<file path="config.mk">
export PLATFORM = sky130hd
export DESIGN_NAME = sdram_arb
export DESIGN_NICKNAME = d
export VERILOG_FILES = /design/src/rtl/sdram_arb.sv
export SDC_FILE = /design/constraint.sdc
export NUM_CORES = 1
export LEC_CHECK = 0
export BUFFER_PORTS_ARGS = -buffer_cell sky130_fd_sc_hd__buf_2
export CAP_MARGIN = 20
export CORE_UTILIZATION = 48
export CTS_BUF_LIST = sky130_fd_sc_hd__clkbuf_4 sky130_fd_sc_hd__clkbuf_8 sky130_fd_sc_hd__clkbuf_16
export DETAILED_ROUTE_END_ITERATION = 12
export PLACE_DENSITY = 0.86
export SYNTH_ARGS = -nofsm -noshare
export SYNTH_HDL_FRONTEND = slang
export SYNTH_SLANG_ARGS = --single-unit
</file>
<file path="constraint.sdc">
create_clock -name clock_i -period 2.7 [get_ports clock_i]
set_input_delay 0.27 -clock clock_i [delete_from_list [all_inputs] [get_ports clock_i]]
set_output_delay 0.27 -clock clock_i [all_outputs]
set_load 0.01 [all_outputs]
</file>
<file path="src/rtl/sdram_arb.sv">
// Two-port arbiter in front of a single-port SDRAM controller; also owns the refresh timer.
// Define SDRAM_ARB_RR_EN for round-robin between the ports (default: fixed priority, p0 over p1).
module sdram_arb #(
    parameter int OP_CYCLES      = 12,
    parameter int REFRESH_CYCLES = 390
) (
    input  logic        clock_i,
    input  logic        reset_i,
    input  logic        mem_ready_i,
    output logic        mem_rfsh_o,
    output logic        mem_rd_o,
    output logic        mem_wr_o,
    output logic [21:0] mem_a_o,
    output logic [15:0] mem_d_o,
    input  logic [15:0] mem_q_i,
    input  logic        p0_req_i,
    input  logic [21:0] p0_a_i,
    output logic        p0_ack_o,
    output logic [15:0] p0_q_o,
    input  logic        p1_req_i,
    input  logic        p1_we_i,
    input  logic [21:0] p1_a_i,
    input  logic [15:0] p1_d_i,
    output logic        p1_ack_o,
    output logic [15:0] p1_q_o
);

    // state  | meaning
    // S_WAIT | after reset: wait for controller init and any in-flight op to drain
    // S_IDLE | arbitrate: refresh pending > port grant
    // S_OP   | port read/write in progress, address/data held
    // S_RFSH | refresh in progress
    localparam logic [1:0] S_WAIT = 2'd0;
    localparam logic [1:0] S_IDLE = 2'd1;
    localparam logic [1:0] S_OP   = 2'd2;
    localparam logic [1:0] S_RFSH = 2'd3;

    localparam int CNT_W = $clog2(OP_CYCLES);
    localparam int RC_W  = $clog2(REFRESH_CYCLES);
    localparam logic [CNT_W-1:0] CNT_LOAD = CNT_W'(OP_CYCLES - 1);
    localparam logic [RC_W-1:0]  RC_LAST  = RC_W'(REFRESH_CYCLES - 1);

    logic [1:0]       state_q, state_d;
    logic [CNT_W-1:0] cnt_q, cnt_d;
    logic [RC_W-1:0]  rc_q, rc_d;
    logic             pend_q, pend_d;
    logic             port_q, port_d;
    logic             we_q, we_d;
    logic             mem_rd_q, mem_rd_d;
    logic             mem_wr_q, mem_wr_d;
    logic             mem_rfsh_q, mem_rfsh_d;
    logic [21:0]      mem_a_q, mem_a_d;
    logic [15:0]      mem_d_q, mem_d_d;
    logic             p0_ack_q, p0_ack_d;
    logic             p1_ack_q, p1_ack_d;
    logic [15:0]      p0_q_q, p0_q_d;
    logic [15:0]      p1_q_q, p1_q_d;
`ifdef SDRAM_ARB_RR_EN
    logic             last_q, last_d;
`endif

    logic req0, req1, grant0, grant1;

    // A request is ignored in its own ack cycle so a held level re-requests one cycle later.
    assign req0 = p0_req_i & ~p0_ack_q;
    assign req1 = p1_req_i & ~p1_ack_q;

`ifdef SDRAM_ARB_RR_EN
    // last_q=1: p1 was granted last, so p0 wins a tie.
    assign grant1 = req1 & (~req0 | ~last_q);
    assign grant0 = req0 & ~grant1;
`else
    assign grant0 = req0;
    assign grant1 = req1 & ~req0;
`endif

    always_comb begin
        state_d    = state_q;
        cnt_d      = cnt_q;
        rc_d       = rc_q;
        pend_d     = pend_q;
        port_d     = port_q;
        we_d       = we_q;
        mem_rd_d   = 1'b0;
        mem_wr_d   = 1'b0;
        mem_rfsh_d = 1'b1;
        mem_a_d    = mem_a_q;
        mem_d_d    = mem_d_q;
        p0_ack_d   = 1'b0;
        p1_ack_d   = 1'b0;
        p0_q_d     = p0_q_q;
        p1_q_d     = p1_q_q;
`ifdef SDRAM_ARB_RR_EN
        last_d     = last_q;
`endif

        case (state_q)
            S_WAIT: begin
                if (cnt_q != '0) begin
                    cnt_d = cnt_q - 1'b1;
                end else if (mem_ready_i) begin
                    state_d = S_IDLE;
                end
            end
            S_IDLE: begin
                if (pend_q) begin
                    state_d    = S_RFSH;
                    cnt_d      = CNT_LOAD;
                    pend_d     = 1'b0;
                    mem_rfsh_d = 1'b0;
                end else if (grant0) begin
                    state_d  = S_OP;
                    cnt_d    = CNT_LOAD;
                    port_d   = 1'b0;
                    we_d     = 1'b0;
                    mem_a_d  = p0_a_i;
                    mem_rd_d = 1'b1;
`ifdef SDRAM_ARB_RR_EN
                    last_d   = 1'b0;
`endif
                end else if (grant1) begin
                    state_d  = S_OP;
                    cnt_d    = CNT_LOAD;
                    port_d   = 1'b1;
                    we_d     = p1_we_i;
                    mem_a_d  = p1_a_i;
                    mem_d_d  = p1_d_i;
                    mem_rd_d = ~p1_we_i;
                    mem_wr_d = p1_we_i;
`ifdef SDRAM_ARB_RR_EN
                    last_d   = 1'b1;
`endif
                end
            end
            S_OP: begin
                // Strobe stays up for the first two op cycles only.
                if (cnt_q == CNT_LOAD) begin
                    mem_rd_d = mem_rd_q;
                    mem_wr_d = mem_wr_q;
                end
                if (cnt_q == '0) begin
                    state_d = S_IDLE;
                    if (port_q) begin
                        p1_ack_d = 1'b1;
                        if (!we_q) begin
                            p1_q_d = mem_q_i;
                        end
                    end else begin
                        p0_ack_d = 1'b1;
                        p0_q_d   = mem_q_i;
                    end
                end else begin
                    cnt_d = cnt_q - 1'b1;
                end
            end
            S_RFSH: begin
                if (cnt_q == CNT_LOAD) begin
                    mem_rfsh_d = mem_rfsh_q;
                end
                if (cnt_q == '0) begin
                    state_d = S_IDLE;
                end else begin
                    cnt_d = cnt_q - 1'b1;
                end
            end
            default: begin
                state_d = S_WAIT;
                cnt_d   = CNT_LOAD;
            end
        endcase

        // An expiry while already pending simply leaves pending set.
        if (state_q != S_WAIT) begin
            if (rc_q == RC_LAST) begin
                rc_d   = '0;
                pend_d = 1'b1;
            end else begin
                rc_d = rc_q + 1'b1;
            end
        end
    end

    always_ff @(posedge clock_i) begin
        if (reset_i) begin
            state_q    <= S_WAIT;
            cnt_q      <= CNT_LOAD;
            rc_q       <= '0;
            pend_q     <= 1'b0;
            port_q     <= 1'b0;
            we_q       <= 1'b0;
            mem_rd_q   <= 1'b0;
            mem_wr_q   <= 1'b0;
            mem_rfsh_q <= 1'b1;
            mem_a_q    <= '0;
            mem_d_q    <= '0;
            p0_ack_q   <= 1'b0;
            p1_ack_q   <= 1'b0;
            p0_q_q     <= '0;
            p1_q_q     <= '0;
`ifdef SDRAM_ARB_RR_EN
            last_q     <= 1'b1;
`endif
        end else begin
            state_q    <= state_d;
            cnt_q      <= cnt_d;
            rc_q       <= rc_d;
            pend_q     <= pend_d;
            port_q     <= port_d;
            we_q       <= we_d;
            mem_rd_q   <= mem_rd_d;
            mem_wr_q   <= mem_wr_d;
            mem_rfsh_q <= mem_rfsh_d;
            mem_a_q    <= mem_a_d;
            mem_d_q    <= mem_d_d;
            p0_ack_q   <= p0_ack_d;
            p1_ack_q   <= p1_ack_d;
            p0_q_q     <= p0_q_d;
            p1_q_q     <= p1_q_d;
`ifdef SDRAM_ARB_RR_EN
            last_q     <= last_d;
`endif
        end
    end

    assign mem_rd_o   = mem_rd_q;
    assign mem_wr_o   = mem_wr_q;
    assign mem_rfsh_o = mem_rfsh_q;
    assign mem_a_o    = mem_a_q;
    assign mem_d_o    = mem_d_q;
    assign p0_ack_o   = p0_ack_q;
    assign p1_ack_o   = p1_ack_q;
    assign p0_q_o     = p0_q_q;
    assign p1_q_o     = p1_q_q;

endmodule

</file>
Word-level counts from Yosys, hierarchy flattened
Cells that the tools add are included.
W data, S select, Z words.
- memories kept: 0
- bits of input ports: 82
- logic and storage cells: 92
- bits in writable memories: 0
- latch bits: 0
- register bits after elaboration: 93
- bits in read-only memories: 0
- $mul: 0
- divide/modulo/power cells: 0
- bitwise logic cells: 12
- reductions and logical operators: 13
- eq/ne operators: 13
- add/subtract/negate cells: 2
- order comparisons: 0
- shift-type cells: 0
- multiplexer cells: 37
- operators by type and width (operator ; number):
    $mux W22 ; 2
    $mux W4 ; 5
    $mux W1 ; 18
    $mux W2 ; 6
    $ne A2 B2 Y1 const B ; 6
    $pmux W4 S3 ; 1
    $reduce_and A4 Y1 ; 3
    $add A9 B1 Y9 const B ; 1
    $eq A9 B9 Y1 const B ; 1
    $mux W9 ; 1
    $not A1 Y1 ; 9
    $reduce_and A3 Y1 ; 3
    $pmux W1 S2 ; 3
    $pmux W2 S3 ; 1
    $eq A2 B2 Y1 const B ; 2
    $eq A4 B4 Y1 const B ; 1
    $logic_not A4 Y1 ; 1
    $ne A4 B4 Y1 const B ; 1
    $reduce_bool A2 Y1 ; 2
    $reduce_bool A4 Y1 ; 1
    $sub A4 B1 Y4 const B ; 1
    $and A1 B1 Y1 ; 3
    $reduce_or A3 Y1 ; 1
    $eq A2 B1 Y1 const B ; 1
    other kinds (3) ; 3

Longest topological paths before layout
- word-level depth: 8
- gate-level depth with buffers: 9
- depth with buffers taken out: 6

Least setup slack after synthesis
Ideal clock, no wire load.
- path type: register to register
- start: register cnt_q[0]
- end: register p1_q_q[0], in the netlist p1_q_o[0]
- arrival time: 1913 ps
- period minus slack after synthesis: 2052 ps
- cell stages (with the launch flop): 10
- buffers on the path: 3
- slack: 648 ps
- cells stage by stage: dfxtp_1 -> inv_1 -> ha_1 -> or3b_1 -> buf_6 -> or4b_4 -> buf_6 -> buf_12 -> nand2_2 -> a21oi_2
- cells in the longest elaborated chain, start to end: 2
- RTL lines (element ; RTL line ; RTL):
    start: declaration ; 44 ; logic [CNT_W-1:0] cnt_q, cnt_d;
    start signal: assignment ; 205 ; cnt_q <= cnt_d;
    $logic_not A4 Y1 ; 141 ; if (cnt_q == '0) begin
    $reduce_and A4 Y1 (no source line) ; - ;
    end signal: assignment ; 218 ; p1_q_q <= p1_q_d;
    end: declaration ; 57 ; logic [15:0] p1_q_q, p1_q_d;
Every way passes these cells.
A chain may end at the register's enable or synchronous reset.

Worst setup path after layout
- start: register cnt_q[0]
- end: register p0_q_q[10], in the netlist p0_q_o[10]
- cells in the longest elaborated chain, start to end: 2
- RTL lines (element ; RTL line ; RTL):
    $logic_not A4 Y1 ; 141 ;
    $reduce_and A3 Y1 (no source line) ; - ;
    end signal: assignment ; 217 ; p0_q_q <= p0_q_d;
    end: declaration ; 56 ; logic [15:0] p0_q_q, p0_q_d;
Every way passes these cells.

==> results by group <==
Floorplanning
  • Die area: 8340 µm²
  • Die span in x: 91.3 µm
  • Die Ht: 91.3 µm
  • # rows: 32
  • Initial core utilization: 49.6%
  • Core area: 7730 µm²
  • Ports: 157

GRT
  • Met3 Usage GRT: 4.52%
  • GR peak layer: met2
  • Routing usage on met2: 37.2%
  • GRT overflow: 0
  • M1 GR Usage: approximately 25%
  • Pin count of the biggest net entering global routing: 48
  • GRT Util Overall: 21.3%
  • Global-route wire length before repair: between 10,000 and 15,000 µm
  • Antenna violations before repair: 0
  • Number of global-route vias before repair: 3,307

Clock network
  • CTS Buf Count: 9
  • CTS-repair resized insts: 0
  • Worst-path clk slew: 0.10 ns
  • H-Tree Depth: 3
  • Post-CTS setup buffers: 0
  • Latest clock arrival within the worst-skew pair: ~0.35 ns
  • Total clock sinks: 93
  • Bufs on Longest Clock Path: 2
  • CTS root buf: clkbuf_8
  • Hold_buf cts: 0
  • CTS tree: done

Yosys
  • Biggest area consumer among synthesized cells: dfxtp_1
  • Sequential fraction of the synthesis area: slightly below 50%
  • Syn. warnings: 0
  • Mapped cell area: 3830 µm²
  • Net Count, Synth: 506
  • Syn Area/Cell: 9.12 µm²
  • Post-synth top cells: dfxtp_1 (93), nand2_1 (61), nor2_1 (61)
  • Post-synthesis simple-gate area fraction: 20.2%
  • Largest family of logic cells by synthesized area: simple AND/OR/NAND/NOR gates
  • Mux cell area share after synthesis: 10.2%
  • Most frequent cell after synthesis: dfxtp_1
  • EDFF count, synth: 0
  • Post-synth top area share: 48.6%
  • Synth Area in Compound Gates: 12.8%
  • Synth top area cells: dfxtp_1 (49%), mux2i_1 (9.9%), nand2_1 (6.0%), nor2_1 (6.0%), a211oi_1 (4.5%)
  • Post-Syn Instances: 420
  • Synth Area in Adders: under 10%
  • Library cells used by synthesis: 42
  • Yosys reg bits: 93
  • Post-synthesis async set-or-reset flop share: 0%
  • Post-synthesis xor/xnor area fraction: 1.83%
  • Main synth FF type: dfxtp_1

Routing
  • DRT antenna net count: 0
  • DRT iter0 DRCs: 119
  • Routed WL per cell: 12.7 µm
  • DRC viols: 0
  • DR vias: between 3,000 and 4,000
  • Final wirelength: 8480 µm
  • Vias/cell: between 5 and 6
  • DRT Pass-1 Iters: 4

Timing
  • Worst clock skew: 0.0163 ns
  • Fin. Hold Viols: 0
  • Final setup viols: 0
  • Final WS setup: 0.329 ns
  • Period minus WS final: 2.37 ns
  • Slew @ Worst Pin: 0.900 ns
  • RSZ-0062 raised after global routing: false
  • Slew HR: 40.0%
  • F_max: roughly 0.42 GHz
  • Setup tns final: 0 ns
  • Pins Over Slew Limit: 0
  • Period utilization: 87.8%

Outcome
  • Outcome: complete, no violations

Critical path
  • CP Max Fanout: 17
  • Nature of the critical path endpoint: register
  • Crit path arrival time: 2.60 ns
  • Critical Path RT: 2.93 ns
  • CP cell instances: inv_1 -> ha_1 -> or3b_1 -> or3_1 -> mux2i_1 -> nor2_1
  • Critical path's slowest cell: or3_1
  • CP bufs+invs: 1
  • Setup crit start kind: register
  • CP Class: reg -> reg
  • Crit path max-delay family: simple AND/OR/NAND/NOR gates
  • Slowest cell delay on critical path: 0.78 ns

Power
  • VDD IR-drop max: 0.323 mV
  • Leakage: 2.23 nW
  • PD cells: 520 nW/µm²
  • Overall power: 2.51 mW

Cells and area
  • Nets@finish: 645
  • Layout overhead on the synthesized area: 26.0%
  • Fin util: 62.5%
  • Non-filler cells, final: 666
  • Antenna diodes: 0
  • Share of post-route cells with drive strength above 1: 36.2%

Run
  • Max_cap viols: 0

Placed design
  • Placed cell count: 650
  • Gpl congestion: 0.865
  • Placement Setup Slack: between 0.3 and 0.4 ns
  • IO Port Bufs: 156
  • DPL Wire Length: 6330 µm

Min path
  • Worst min-delay path category: in -> reg
[stage by stage]
| stage | hold slack, ns | area (µm²) |
|---|---|---|
| global placement | 0.439 | 4620 |
| detailed placement | 0.447 | 4620 |
| CTS | 0.129 | 4830 |
| global route | 0.132 | 4830 |
| finish | 0.148 | 4830 |
| floorplan | 0.406 | 3830 |
[per-layer routing]
| metal | routed length, µm | vias up |
|---|---|---|
| met1 | 3730 | 1534 |
| met4 | 114 | 0 |
| met3 | 491 | 11 |
| li1 | - | 1704 |
| met2 | 4140 | 124 |
| met5 | 0 | - |
[path summary, 6_finish.rpt]
kind | start | endpoint | slack (ns) | depth (start not counted)
worst max-delay path | cnt_q[0] | p0_q_o[10] | 0.33 | 6
worst min-delay path | p1_d_i[4] | mem_d_o[4] | 0.15 | 3
worst max register to register | cnt_q[0] | p0_q_o[10] | 0.33 | 6
worst min register to register | mem_d_o[9] | mem_d_o[9] | 0.46 | 2
[placed cells by master, fill, tap and decap left out, types with 3 or more instances in the layout]
cell      instances
ha_1              4
inv_1             3
buf_2           156
xor2_1            4
buf_4             3
nor3_1            3
nor2_1           61
dfxtp_1          93
clkbuf_8         10
nand4_1           3
nand2_2          10
nand2_1          61
a21oi_2          10
mux2i_1          38
a211oi_1         23
xnor2_1           4
nand2b_1          6
a21oi_1          29
nor2b_1           4
nand3_1           3
and3_1            3
[layout make-up]
type | instances | area, µm²
flip-flops and latches | 93 | 1860
clock buffers | 11 | 145
fillers | 647 | 2900
multi-input cells | 292 | 1790
inverters | 3 | 11.3
well taps | 102 | 128
clock inverters | 5 | 67.6
repair buffers | 160 | 823
[flip-flops by register name, summed over array words and instances, names as in the netlist, 2 cells and up]
register	count
p0_q_o	16
state_q	2
mem_a_o	22
p1_q_o	16
rc_q	9
mem_d_o	16
cnt_q	4
[worst min-delay path: stages]
cell	delay [ns]
buf_2	0.09
nand2_1	0.04
a21oi_1	0.05
[power breakdown]
part | switching, mW | total (mW) | internal, mW
clock | 0.495 | 0.972 | 0.477
combinational | 0.0782 | 0.155 | 0.0772
sequential | 0.00651 | 1.38 | 1.38
total | 0.580 | 2.51 | 1.93
[logic make-up (layout without fill, tap and decap cells)]
kind of cell             after synthesis  in the layout
buffers and inverters                 35            179
flip-flops                            93             93
adder cells (fa/ha/maj)                4              4
XOR/XNOR                               8              8
multiplexers                          39             39
AND/OR/NAND/NOR                      168            168
AO/OA/AOI/OAI                         73             73
(Power assumes the default switching activity.)
